--- src/rtl/fsm_input_arbiter.sv ---
`default_nettype none
// ============================================================================
// Module  : fsm_input_arbiter
// Purpose : Round-robin burst scheduler sharing one 2-bit Mealy FSM among
//           NREQ requesters. Optional ARB_TIMEOUT_EN bounds bursts to MAX_BURST.
// Rev     : 1.0  initial release
// ============================================================================
module fsm_input_arbiter #(
    parameter int         NREQ      = 4,
    parameter int         IDW       = 2,
    parameter logic [1:0] IDLE_SYM  = 2'b00,
    parameter int         MAX_BURST = 16
) (
    input  logic              clk,
    input  logic              reset,
    input  logic [NREQ-1:0]   req_valid,
    input  logic [2*NREQ-1:0] req_sym,
    input  logic [NREQ-1:0]   req_last,
    output logic [NREQ-1:0]   req_ready,
    output logic [1:0]        fsm_input,
    input  logic [1:0]        fsm_output,
    output logic              rsp_valid,
    output logic [IDW-1:0]    rsp_id,
    output logic [1:0]        rsp_data,
    output logic              busy,
    output logic              burst_abort
);

    typedef enum logic [0:0] {
        S_IDLE  = 1'b0,
        S_BURST = 1'b1
    } state_t;

    state_t          r_state;
    state_t          w_next_state;
    logic [IDW-1:0]  r_owner;
    logic [IDW-1:0]  r_rr_ptr;
    logic [IDW-1:0]  w_pick;
    logic [IDW-1:0]  w_owner_inc;
    logic            w_any_valid;
    logic            w_owner_valid;
    logic            w_owner_last;
    logic [1:0]      w_owner_sym;
    logic            w_accept;
    logic            w_release;
    logic [NREQ-1:0] w_owner_onehot;

`ifdef ARB_TIMEOUT_EN
    localparam logic [7:0] c_cnt_limit = 8'(MAX_BURST - 1);
    logic [7:0] r_cnt;
    logic       r_abort;
    logic       w_abort;
`endif

    generate
        if (IDW != $clog2(NREQ) || NREQ < 2 || NREQ > 8 ||
            MAX_BURST < 1 || MAX_BURST > 255) begin : g_bad_params
            $error("fsm_input_arbiter: illegal parameter combination");
        end
    endgenerate

    // base + off, wrapped into 0..NREQ-1 (off never exceeds NREQ-1)
    function automatic logic [IDW-1:0] wrap_add(input logic [IDW-1:0] base, input int off);
        int s;
        s = int'(base) + off;
        if (s >= NREQ) begin
            s = s - NREQ;
        end
        return IDW'(s);
    endfunction

    // Scan downwards so the index closest to rr_ptr wins
    always_comb begin
        w_pick      = r_rr_ptr;
        w_any_valid = 1'b0;
        for (int k = NREQ - 1; k >= 0; k--) begin
            if (req_valid[wrap_add(r_rr_ptr, k)]) begin
                w_pick      = wrap_add(r_rr_ptr, k);
                w_any_valid = 1'b1;
            end
        end
    end

    always_comb begin
        w_owner_valid = 1'b0;
        w_owner_last  = 1'b0;
        w_owner_sym   = IDLE_SYM;
        for (int i = 0; i < NREQ; i++) begin
            if (r_owner == IDW'(i)) begin
                w_owner_valid = req_valid[i];
                w_owner_last  = req_last[i];
                w_owner_sym   = req_sym[2*i +: 2];
            end
        end
    end

    assign w_owner_inc    = wrap_add(r_owner, 1);
    assign w_owner_onehot = {{(NREQ-1){1'b0}}, 1'b1} << r_owner;

    always_ff @(posedge clk or negedge reset) begin
        if (!reset) begin
            r_state <= S_IDLE;
        end else begin
            r_state <= w_next_state;
        end
    end

    always_comb begin
        w_next_state = r_state;
        req_ready    = '0;
        fsm_input    = IDLE_SYM;
        w_accept     = 1'b0;
        w_release    = 1'b0;
`ifdef ARB_TIMEOUT_EN
        w_abort      = 1'b0;
`endif
        case (r_state)
            S_IDLE: begin
                if (w_any_valid) begin
                    w_next_state = S_BURST;
                end
            end
            S_BURST: begin
                w_accept  = w_owner_valid;
                req_ready = w_owner_onehot & req_valid;
                if (w_accept) begin
                    fsm_input = w_owner_sym;
                    if (w_owner_last) begin
                        w_release = 1'b1;
`ifdef ARB_TIMEOUT_EN
                    end else if (r_cnt == c_cnt_limit) begin
                        w_release = 1'b1;
                        w_abort   = 1'b1;
`endif
                    end
                end
                if (w_release) begin
                    w_next_state = S_IDLE;
                end
            end
            default: w_next_state = S_IDLE;
        endcase
    end

    always_ff @(posedge clk or negedge reset) begin
        if (!reset) begin
            r_owner   <= '0;
            r_rr_ptr  <= '0;
            rsp_valid <= 1'b0;
            rsp_id    <= '0;
            rsp_data  <= '0;
        end else begin
            rsp_valid <= w_accept;
            if (w_accept) begin
                rsp_id   <= r_owner;
                rsp_data <= fsm_output;
            end
            if (r_state == S_IDLE && w_any_valid) begin
                r_owner <= w_pick;
            end
            if (w_release) begin
                r_rr_ptr <= w_owner_inc;
            end
        end
    end

`ifdef ARB_TIMEOUT_EN
    always_ff @(posedge clk or negedge reset) begin
        if (!reset) begin
            r_cnt   <= '0;
            r_abort <= 1'b0;
        end else begin
            r_abort <= w_abort;
            if (r_state == S_IDLE && w_any_valid) begin
                r_cnt <= '0;
            end else if (w_accept) begin
                r_cnt <= r_cnt + 8'd1;
            end
        end
    end

    assign burst_abort = r_abort;
`else
    assign burst_abort = 1'b0;
`endif

    assign busy = (r_state == S_BURST);

endmodule
`default_nettype wire

--- config.mk ---
export PLATFORM = sky130hd
export DESIGN_NAME = fsm_input_arbiter
export DESIGN_NICKNAME = d
export VERILOG_FILES = /design/src/rtl/fsm_input_arbiter.sv
export SDC_FILE = /design/constraint.sdc
export NUM_CORES = 1
export LEC_CHECK = 0
export CORE_MARGIN = 1.5
export CORE_UTILIZATION = 42
export CTS_CLUSTER_SIZE = 40
export DETAILED_ROUTE_END_ITERATION = 8
export PLACE_DENSITY = 0.91
export SLEW_MARGIN = 20
export SYNTH_ARGS = -nofsm -noshare
export SYNTH_HDL_FRONTEND = slang
export SYNTH_SLANG_ARGS = --single-unit
--- constraint.sdc ---
create_clock -name clk -period 3.2 [get_ports clk]
set_clock_uncertainty 0.05 [all_clocks]
set_input_delay 0.64 -clock clk [delete_from_list [all_inputs] [get_ports clk]]
set_output_delay 0.64 -clock clk [all_outputs]
set_load 0.01 [all_outputs]
==> flow_summary.toml <==
[status]
outcome = "finished clean"

[global_routing]
grt_max_degree = 11
grt_pass1_wl_mm = 2.622
grt-ovfl-total = 0
first_global_vias = 619
grt_util_all_layers_pct = 18.55
antenna_found_initial = 0

[yosys]
synthTopCellsByArea = "dfrtp_1 36%, ha_1 7.2%, mux2_2 6.5%, nor2b_1 5.4%, mux2_1 4.9%"
synth-async-reset-ratio_pct = 100.0
netlist_area_um2 = 694.4
yosysUniqueCellTypes = 30
yosysMostFrequentCell = "dfrtp_1"
synth_nets = 97
yosys_warnings = 0
synth_ff_type = "dfrtp_1"
yosysTopAreaCell = "dfrtp_1"
synth.top_cell.area_share_pct = 36.04
synth_commonest_cells = "10 x dfrtp_1, 6 x inv_1, 6 x nor2b_1"
netlist_instances = 73
ys_ff_latch = 10
syn_area_per_cell_um2 = 9.513
synth_edf_count = 0
ys_seq_area_share_pct = 36.04

[setup_path]
crit_buf_inv = 2
path_common_cell = "clkdlybuf4s50_1"
criticalPathCategory = "in -> out"
endpoint_kind = "output port"
cp_max_fo = 6
startpoint_type = "primary input"
critPathTopFamily = "buffers and inverters"
max_stage_delay_ns = 0.57
arrival_ns = 2.42
critical-path-slowest-cell = "clkdlybuf4s50_1"
crit_chain = "clkdlybuf4s50_1, a21oi_1, a221o_1, nand2_1, and2_1, clkdlybuf4s50_1"
cp_data_required_time_ns = 2.51

[cells_and_area]
area_growth_pct = 50.45
multiInputGateArea_um2 = 397.9
drive_gt1_share_pct = 9.434
regArea_um2 = 250.2
final_nets = 131
diodes = 0
fin_area_mm2 = 0.001045
fillers = 126
stdcell_count = 122

[placed_design]
place_congestion = 0.8366
port_buffers = 31
dp_hpwl_mm = 1.237
place_area_mm2 = 0.001008
placed_cells = 118

[timing]
finalSetupViolCount = 0
hold_viol_final = 0
rsz0062_at_grt = "false"
fin_crit_sh_pct = 97.08
drv_slew = 0
fmaxAchievable_mhz = 321.9
tns_ns = 0
period_needed_ns = 3.107

[drt]
num_vias = 663
wl_per_cell_um = 13.20
ant_nets = 0
drc = 0
via_per_inst = 5.434
finalWirelength_mm = 1.610
drt_iter0_markers = 11
first_pass_iters = 4

[clock_network]
cts_hold_buf = 0
cts_made_buffers = 3
clkTransAtPathRegs_ns = 0.07
tritoncts = "done"
insertion_delay_ns = 0.26
clockBufferDepth = 2
clkSinkCount = 10
htreeDepth = 1
root_buffer = "clkbuf_4"
post_cts_buffers = 0
cts_resized = 0

[power]
ir_drop_v = 0.0004916
p_total_w = 0.0009444
power_density_mw_per_mm2 = 903.9
p_leak_nw = 0.4550

[min_path]
hold_path_class = "reg -> reg"

[floorplan]
initial_core_util_pct = 45.57
core-area_mm2 = 0.001524
ioPinCount = 33
fp.dieH_um = 43.66
die_x_um = 43.66
dieArea_mm2 = 0.001906
row_count = 14

[job]
cap_violations = 0
## layout by cell type (no fill, tap or decap)
cell type	count
a21oi_1	2
a211o_1	1
nand3b_1	1
o22ai_1	3
nor2b_1	6
clkbuf_4	3
mux2_2	4
or4_1	1
o21ai_0	2
inv_1	6
nand2b_1	2
a222oi_1	1
nor2_1	5
a221oi_1	2
conb_1	1
mux2i_1	1
o31ai_1	2
and2_1	2
nand2_1	3
clkdlybuf4s50_1	31
nor3_1	1
buf_4	1
a221o_1	1
mux2_1	3
dfrtp_1	10
a31oi_1	1
and3_1	3
ha_1	4
clkbuf_8	1
a211oi_2	1
nand3_1	1
## sequential cells by signal (all words and copies together) (netlist names)
| signal | flops |
|---|---|
| r_owner | 2 |
| rsp_valid | 1 |
| rsp_id | 2 |
| rsp_data | 2 |
| r_rr_ptr | 2 |
| busy | 1 |
## per-stage QoR
stage | utilization, % | setup slack (ns) | hold WS (ns)
3_3_place_gp | 66.17 | 0.1273 | 0.4405
3_5_place_dp | 66.17 | 0.1036 | 0.4514
6_report | 68.55 | 0.09348 | 0.4636
2_1_floorplan | - | 0.9991 | 0.2944
4_1_cts | 68.55 | 0.1014 | 0.4663
5_1_grt | 68.55 | 0.007622 | 0.4818
## worst paths after layout
| check | depth (start not counted) | end | slack, ns | startpoint |
|---|---|---|---|---|
| setup / recovery | 6 | fsm_input[0] | 0.09 | req_valid[1] |
| hold / removal | 1 | rsp_data[0] | 0.46 | rsp_data[0] |
| setup reg to reg | 6 | r_rr_ptr[1] | 0.96 | r_owner[0] |
| hold reg to reg | 1 | rsp_data[0] | 0.46 | rsp_data[0] |
| max in group asynchronous | 1 | rsp_id[1] | 2.19 | reset |
| min in group asynchronous | 1 | rsp_data[0] | 0.62 | reset |
## cells by family after synthesis
group / synth area share, %
AO/OA/AOI/OAI: 17.12
flip-flops: 36.04
AND/OR/NAND/NOR: 19.64
other: 0.5400
adder cells (fa/ha/maj): 7.207
multiplexers: 12.79
buffers and inverters: 6.666
## layer usage
layer / global-route usage (%) / wire length (um)
met1: 24.54 / 687
met2: 29.71 / 823
met3: 6.667 / 99
met4: 3.030 / 0
met5: 0 / 0
## cell type report
cell class                      count  area share (%)
Clock buffer                        4           3.473
Inverter                            6           2.156
Multi-Input combinational cell     54           38.08
Timing Repair Buffer               32           30.42
Sequential cell                    10           23.95
Tap cell                           16           1.916
## report_power, final
group | switching, W | internal, W
clock network | 0.0000427 | 0.0000691
registers | 0.0000614 | 0.000191
logic | 0.000249 | 0.000331
total | 0.000353 | 0.000591
Power figures use the tool's default switching activity.
